**config.mk**
```make
export PLATFORM = sky130hd
export DESIGN_NAME = addsub_seq
export DESIGN_NICKNAME = d
export VERILOG_FILES = /design/src/rtl/addsub_pkg.sv /design/src/rtl/addsub_chunk.sv /design/src/rtl/addsub_seq.sv
export SDC_FILE = /design/constraint.sdc
export NUM_CORES = 1
export LEC_CHECK = 0
export ABC_AREA = 1
export ABC_CLOCK_PERIOD_IN_PS = 2100
export BUFFER_PORTS_ARGS = -buffer_cell sky130_fd_sc_hd__buf_2
export CAP_MARGIN = 30
export CORE_AREA = 2 2 49 51
export CTS_CLUSTER_DIAMETER = 40
export DETAILED_ROUTE_END_ITERATION = 6
export DIE_AREA = 0 0 51 53
export HOLD_SLACK_MARGIN = 0.05
export PLACE_DENSITY_LB_ADDON = 0.2
export SLEW_MARGIN = 20
export SYNTH_ARGS = -nofsm -noshare
export SYNTH_HDL_FRONTEND = slang
export SYNTH_HIERARCHICAL = 1
export SYNTH_SLANG_ARGS = --single-unit
```
**constraint.sdc**
```tcl
create_clock -name clk -period 2.1 [get_ports clk]
set_input_delay 0.42 -clock clk [delete_from_list [all_inputs] [get_ports clk]]
set_output_delay 0.42 -clock clk [all_outputs]
set_load 0.02 [all_outputs]
```
**src/rtl/addsub_pkg.sv**
```systemverilog
// -----------------------------------------------------------------------------
// addsub_pkg
//
// Shared definitions for the sequential adder/subtractor (addsub_seq):
//   - state_t     : controller states (IDLE / RUN / DONE)
//   - MODE_ADD/SUB: encoding of the 'sub' operation select input
//   - sat_limit() : signed max / min pattern for a given width, used when the
//                   saturating build (ADDSUB_SAT_EN) is selected.
// -----------------------------------------------------------------------------
package addsub_pkg;

  // Controller state. The encoding is visible on the top-level debug port,
  // so keep it fixed.
  typedef enum logic [1:0] {
    IDLE = 2'd0,
    RUN  = 2'd1,
    DONE = 2'd2
  } state_t;

  // Operation select encoding on the 'sub' input.
  localparam logic MODE_ADD = 1'b0;
  localparam logic MODE_SUB = 1'b1;

  // Signed limit for a w-bit two's-complement value, returned in the low w
  // bits of a 64-bit word (callers slice it down to their width).
  //   neg = 0 -> most positive value {0,1..1}
  //   neg = 1 -> most negative value {1,0..0}
  function automatic logic [63:0] sat_limit(input int unsigned w, input logic neg);
    logic [63:0] half;
    half = 64'd1 << (w - 1);
    return neg ? half : (half - 64'd1);
  endfunction

endpackage : addsub_pkg

```
**src/rtl/addsub_chunk.sv**
```systemverilog
// -----------------------------------------------------------------------------
// addsub_chunk
//
// Purely combinational CHUNK-bit ripple of full adders. One instance is reused
// every clock by addsub_seq to process one slice of the operands.
//
// Parameters:
//   CHUNK  : slice width in bits (>= 1)
//
// Ports:
//   x, y   in  CHUNK  slice operands (y is already inverted for subtraction)
//   ci     in  1      carry into bit 0 of the slice
//   sum    out CHUNK  slice sum
//   co     out 1      carry out of the top bit of the slice
//   c_msb  out 1      carry into the top bit of the slice; on the last slice
//                     this is the carry into the operand MSB, needed for the
//                     signed-overflow flag
// -----------------------------------------------------------------------------
module addsub_chunk #(
  parameter int CHUNK = 1
) (
  input  logic [CHUNK-1:0] x,
  input  logic [CHUNK-1:0] y,
  input  logic             ci,
  output logic [CHUNK-1:0] sum,
  output logic             co,
  output logic             c_msb
);

  // c[i] is the carry into bit i; c[CHUNK] is the carry out of the slice.
  logic [CHUNK:0] c;

  always_comb begin
    c    = '0;
    sum  = '0;
    c[0] = ci;
    for (int i = 0; i < CHUNK; i++) begin
      sum[i]   = x[i] ^ y[i] ^ c[i];
      c[i + 1] = (x[i] & y[i]) | (c[i] & (x[i] ^ y[i]));
    end
  end

  assign co    = c[CHUNK];
  assign c_msb = c[CHUNK-1];

endmodule : addsub_chunk

```
**src/rtl/addsub_seq.sv**
```systemverilog
// -----------------------------------------------------------------------------
// addsub_seq
//
// Multi-cycle WIDTH-bit adder/subtractor. Operands are captured once, then
// processed CHUNK bits per clock through a single addsub_chunk slice with the
// carry held in a register between slices. Produces carry-out and a signed
// overflow flag, with valid/ready handshakes on both sides.
//
//   add : {Cout, s} = a + b + Cin
//   sub : {Cout, s} = a + ~b + ~Cin   (= a - b - Cin; Cout = 1 means no borrow)
//   ovf = carry into MSB ^ carry out of MSB
//
// Handshakes (both sides): a transfer happens on a rising edge where valid
// and ready are both 1. Valid must not depend on ready. On the input side
// in_ready = IDLE | (DONE & out_ready), so in_ready has a combinational path
// from out_ready; this lets a new operation be accepted on the same edge the
// previous result is consumed. On the output side out_valid = (state == DONE)
// and s / Cout / ovf are held stable until out_ready is seen.
//
// Parameters:
//   WIDTH : operand / result width
//   CHUNK : bits processed per clock; WIDTH must be a multiple of CHUNK
//
// Ports:
//   clk        in  1      clock, rising edge
//   rst        in  1      synchronous reset, active-high
//   in_valid   in  1      operands present
//   in_ready   out 1      operands can be accepted this cycle
//   a, b       in  WIDTH  operands
//   Cin        in  1      carry-in (add) / borrow-in (sub)
//   sub        in  1      MODE_ADD (0) / MODE_SUB (1)
//   out_valid  out 1      result valid
//   out_ready  in  1      consumer takes the result
//   s          out WIDTH  result (defined only while out_valid = 1)
//   Cout       out 1      carry-out
//   ovf        out 1      two's-complement overflow
//   state_dbg  out 2      current controller state (state_t encoding)
//
// Build option:
//   ADDSUB_SAT_EN : when defined, an overflowing result is clamped to the
//                   signed limit in the direction of the true result; Cout and
//                   ovf still report the raw values. When undefined, s is the
//                   wrapped result and no clamp logic exists.
//
// Latency: out_valid rises NCHUNK clocks after the accepting edge.
// -----------------------------------------------------------------------------
module addsub_seq
  import addsub_pkg::*;
#(
  parameter int WIDTH = 4,
  parameter int CHUNK = 1
) (
  input  logic             clk,
  input  logic             rst,
  input  logic             in_valid,
  output logic             in_ready,
  input  logic [WIDTH-1:0] a,
  input  logic [WIDTH-1:0] b,
  input  logic             Cin,
  input  logic             sub,
  output logic             out_valid,
  input  logic             out_ready,
  output logic [WIDTH-1:0] s,
  output logic             Cout,
  output logic             ovf,
  output logic [1:0]       state_dbg
);

  localparam int NCHUNK = WIDTH / CHUNK;
  localparam int IDXW   = (NCHUNK > 1) ? $clog2(NCHUNK) : 1;
  localparam logic [IDXW-1:0] IDX_LAST = IDXW'(NCHUNK - 1);

  if ((WIDTH % CHUNK) != 0) begin : g_bad_chunk
    $error("addsub_seq: WIDTH must be a multiple of CHUNK");
  end

`ifdef ADDSUB_SAT_EN
  localparam logic [63:0] SAT_MAX_W = sat_limit(WIDTH, 1'b0);
  localparam logic [63:0] SAT_MIN_W = sat_limit(WIDTH, 1'b1);
  localparam logic [WIDTH-1:0] SAT_MAX = SAT_MAX_W[WIDTH-1:0];
  localparam logic [WIDTH-1:0] SAT_MIN = SAT_MIN_W[WIDTH-1:0];
`endif

  // ---------------------------------------------------------------------------
  // Controller
  // ---------------------------------------------------------------------------
  state_t state;
  state_t state_nx;

  logic [IDXW-1:0]  idx;       // slice currently being processed in RUN
  logic             accept;    // input handshake completes this edge
  logic             last;      // current slice is the final one

  assign accept = in_valid & in_ready;
  assign last   = (idx == IDX_LAST);

  // State register
  always_ff @(posedge clk) begin
    if (rst) begin
      state <= IDLE;
    end else begin
      state <= state_nx;
    end
  end

  // Next-state logic
  always_comb begin
    state_nx = state;
    case (state)
      IDLE: begin
        if (in_valid) state_nx = RUN;
      end
      RUN: begin
        if (last) state_nx = DONE;
      end
      DONE: begin
        // Consuming the result and accepting the next operation may happen
        // on the same edge, giving back-to-back operation with no bubble.
        if (out_ready) state_nx = in_valid ? RUN : IDLE;
      end
      default: state_nx = IDLE;
    endcase
  end

  // Output logic
  always_comb begin
    in_ready  = 1'b0;
    out_valid = 1'b0;
    case (state)
      IDLE:    in_ready  = 1'b1;
      DONE: begin
        in_ready  = out_ready;
        out_valid = 1'b1;
      end
      default: begin
        in_ready  = 1'b0;
        out_valid = 1'b0;
      end
    endcase
  end

  assign state_dbg = state;

  // ---------------------------------------------------------------------------
  // Datapath
  // ---------------------------------------------------------------------------
  logic [WIDTH-1:0] a_r;       // captured operand A
  logic [WIDTH-1:0] b_r;       // captured operand B, pre-inverted for sub
  logic             carry_r;   // carry between slices
  logic [WIDTH-1:0] s_r;
  logic             cout_r;
  logic             ovf_r;

  logic [CHUNK-1:0] ch_x;
  logic [CHUNK-1:0] ch_y;
  logic [CHUNK-1:0] ch_sum;
  logic             ch_co;
  logic             ch_msb;
  logic             fin_ovf;

  assign ch_x    = a_r[idx*CHUNK +: CHUNK];
  assign ch_y    = b_r[idx*CHUNK +: CHUNK];
  assign fin_ovf = ch_msb ^ ch_co;

  addsub_chunk #(
    .CHUNK (CHUNK)
  ) u_chunk (
    .x     (ch_x),
    .y     (ch_y),
    .ci    (carry_r),
    .sum   (ch_sum),
    .co    (ch_co),
    .c_msb (ch_msb)
  );

  always_ff @(posedge clk) begin
    if (rst) begin
      idx     <= '0;
      a_r     <= '0;
      b_r     <= '0;
      carry_r <= 1'b0;
      s_r     <= '0;
      cout_r  <= 1'b0;
      ovf_r   <= 1'b0;
    end else if (accept) begin
      // Subtraction is folded into the operands here: B is inverted and the
      // borrow-in becomes a carry-in of ~Cin, so RUN only ever adds.
      a_r     <= a;
      b_r     <= (sub == MODE_SUB) ? ~b : b;
      carry_r <= Cin ^ (sub == MODE_SUB);
      idx     <= '0;
    end else if (state == RUN) begin
      s_r[idx*CHUNK +: CHUNK] <= ch_sum;
      carry_r                 <= ch_co;
      if (last) begin
        idx    <= '0;
        cout_r <= ch_co;
        ovf_r  <= fin_ovf;
`ifdef ADDSUB_SAT_EN
        // Overflow implies both effective operands share a sign, so the
        // sign of A gives the direction of the true result.
        if (fin_ovf) begin
          s_r <= a_r[WIDTH-1] ? SAT_MIN : SAT_MAX;
        end
`endif
      end else begin
        idx <= idx + 1'b1;
      end
    end
  end

  assign s    = s_r;
  assign Cout = cout_r;
  assign ovf  = ovf_r;

endmodule : addsub_seq

```
==> flow_summary.json <==
{
  "vias": 970,
  "grt_usage": 0.191,
  "nFillCells": 214,
  "multi_input_area_um2": 572,
  "crit_chain": "inv_2 -> o21ai_0 -> o22ai_1 -> fa_1 -> nand3_1 -> nor2_1 -> nand2_1 -> a21oi_1",
  "arrival_ps": 2140,
  "fin_hold_ws_ps": 333,
  "endpoint_kind": "flip-flop",
  "drv_cap": 0,
  "cts_num_sinks": 19,
  "final_util": 0.555,
  "period_share": 0.905,
  "ant_nets": 0,
  "setup_viol": 0,
  "synthTopCellsByCount": "nor2_1 (30), nand2_1 (29), dfxtp_1 (19)",
  "ctsResizeCount": 0,
  "ys_types": 24,
  "postCtsSetupRepairBufs": 0,
  "clk_pin_slew_worst_paths_ps": 110,
  "drc_errors": 0,
  "r2r_cells": 8,
  "grt_max_degree": 15,
  "finish.instance_area_um2": 1190,
  "die_h_um": 53,
  "design.portCount": 24,
  "yosysTopAreaCell": "dfxtp_1",
  "synth_edf_count": 0,
  "netlist_instances": 147,
  "core_um2": 2150,
  "endpoint": "s[0]",
  "slew_headroom": 0.742,
  "required_ps": 2340,
  "yosysMostFrequentCell": "nor2_1",
  "ff_latch_area_um2": 380,
  "period_needed_ps": 1900,
  "slowest_stage": "fa_1",
  "layout.nets": 192,
  "placed_cells": 194,
  "cts_tree": "done",
  "syn_nets": 168,
  "fp-row-count": 17,
  "powerDensity_nw_per_um2": 613,
  "synth_area_um2": 1050,
  "antenna_found_initial": 0,
  "ys_warn_count": 6,
  "wirelength_mm": 2.21,
  "synthArstFlopShare": 0,
  "finalWorstSetupSlack_ps": 200,
  "grt_remaining_overflow": 0,
  "reg2reg_from": "idx[0]",
  "htree_levels": 1,
  "drv_slew": 0,
  "crit_fanout": 10,
  "area_delta_synth_final_pct": 13.5,
  "dpl.hpwl_mm": 1.66,
  "critPathKind": "flip-flop to flip-flop",
  "regToRegSetupSlack_ps": 200,
  "hp-class": "input pin to flip-flop",
  "cts-root-buf": "clkbuf_4",
  "wl_per_cell_um": 11.2,
  "fin_skew_ps": 3.28,
  "numPortBuffers": 23,
  "yosysSeqAreaShare": 0.362,
  "synth_area_leaders": "dfxtp_1 (36%), nor2_1 (11%), nand2_1 (10%)",
  "max_stage_delay_ps": 630,
  "layout-drive-gt1-share": 0.212,
  "firstDrtPassIters": 7,
  "insertion_delay_ps": 300,
  "worstReg2RegEnd": "s[0]",
  "drt_iter0_drc": 20,
  "worst_pin_slew_ps": 387,
  "hold_viol": 0,
  "power_mw": 0.731,
  "status": "complete, no violations",
  "yosysTopAreaCellShare": 0.362,
  "drt-vias-per-instance": 4.90,
  "cts_buffers": 3,
  "rsz0062_at_grt": "false",
  "crit_start": "idx[0]",
  "pre_cts_ws_ps": 215,
  "p_leak_nw": 0.602,
  "ys_ff_latch": 19,
  "grt_pass1_vias": 906,
  "dieArea_um2": 2700,
  "hold_buffers": 0,
  "max_freq_ghz": 0.526,
  "insertedDiodeCount": 0,
  "vdd_ir_drop_max_mv": 0.318,
  "placed_area_um2": 1170,
  "startpoint_type": "flip-flop",
  "stdcell_count": 198,
  "setup-tns-final_ps": 0,
  "initial_core_util": 0.489,
  "place_congestion": 0.770,
  "synth_area_per_cell_um2": 7.15,
  "synth-main-ff-cell": "dfxtp_1",
  "die_width_um": 51,
  "grt_pass1_wl_mm": 3.78,
  "cts.path.max_buffers": 2
}
==> layout make-up <==
cell class | count | share of cell area
multi-input cells | 108 | 0.480
inverters | 15 | 0.0472
clock buffers | 4 | 0.0220
repair buffers | 24 | 0.103
flip-flops and latches | 19 | 0.319
well taps | 28 | 0.0294
==> power by group <==
group	internal (mW)	total, mW	switching, mW	leakage, nW
Combinational	0.0534	0.142	0.0888	0.432
Clock	0.0741	0.194	0.120	0.0150
Sequential	0.380	0.395	0.0149	0.155
==> routing by layer <==
metal  track usage  share of wire  vias to the layer above
met5             0              0                        -
met4         0.104          0.018                        0
met3        0.0282          0.027                        4
met2         0.353           0.52                       20
met1         0.208           0.43                      436
li1              -              -                      510
==> flip-flops by register name, summed over array words and instances (netlist names) <==
register,flops
idx,2
state_dbg,2
a_r,4
ovf,1
s,4
Cout,1
carry_r,1
b_r,4
==> cell families after synthesis <==
kind of cell / share of synthesized area
AOI/OAI and AO/OA: 0.107
xor gates and xnor gates: 0.0417
adders and majority gates: 0.0905
buffers and inverters: 0.0940
DFF: 0.362
and+or+nand+nor: 0.305
==> worst max-delay path, delay by kind of cell (launching register included) <==
family / cells / cell delay, ps
and+or+nand+nor: 3 / 250
DFF: 1 / 420
buffers and inverters: 1 / 110
adders and majority gates: 1 / 630
AOI/OAI and AO/OA: 3 / 420
==> worst min-delay path by stage <==
stage,from,endpoint,slack (ps),cells after the start
detailed placement,Cout,Cout,460,2
CTS,a[3],a_r[3],330,3
global route,a[0],a_r[0],340,3
global placement,Cout,Cout,450,2
finish,a[0],a_r[0],330,3
floorplan,b_r[1],b_r[1],440,2
==> layout by cell type (no fill, tap or decap), types with 5 or more instances in the layout <==
cell type	instances
o21ai_0	11
xor2_1	5
nand2_1	29
buf_2	23
inv_1	12
ha_1	6
nor2_1	30
nand3_1	8
dfxtp_1	19
a21oi_1	5
Note: power is estimated with default switching activity, not from simulation.
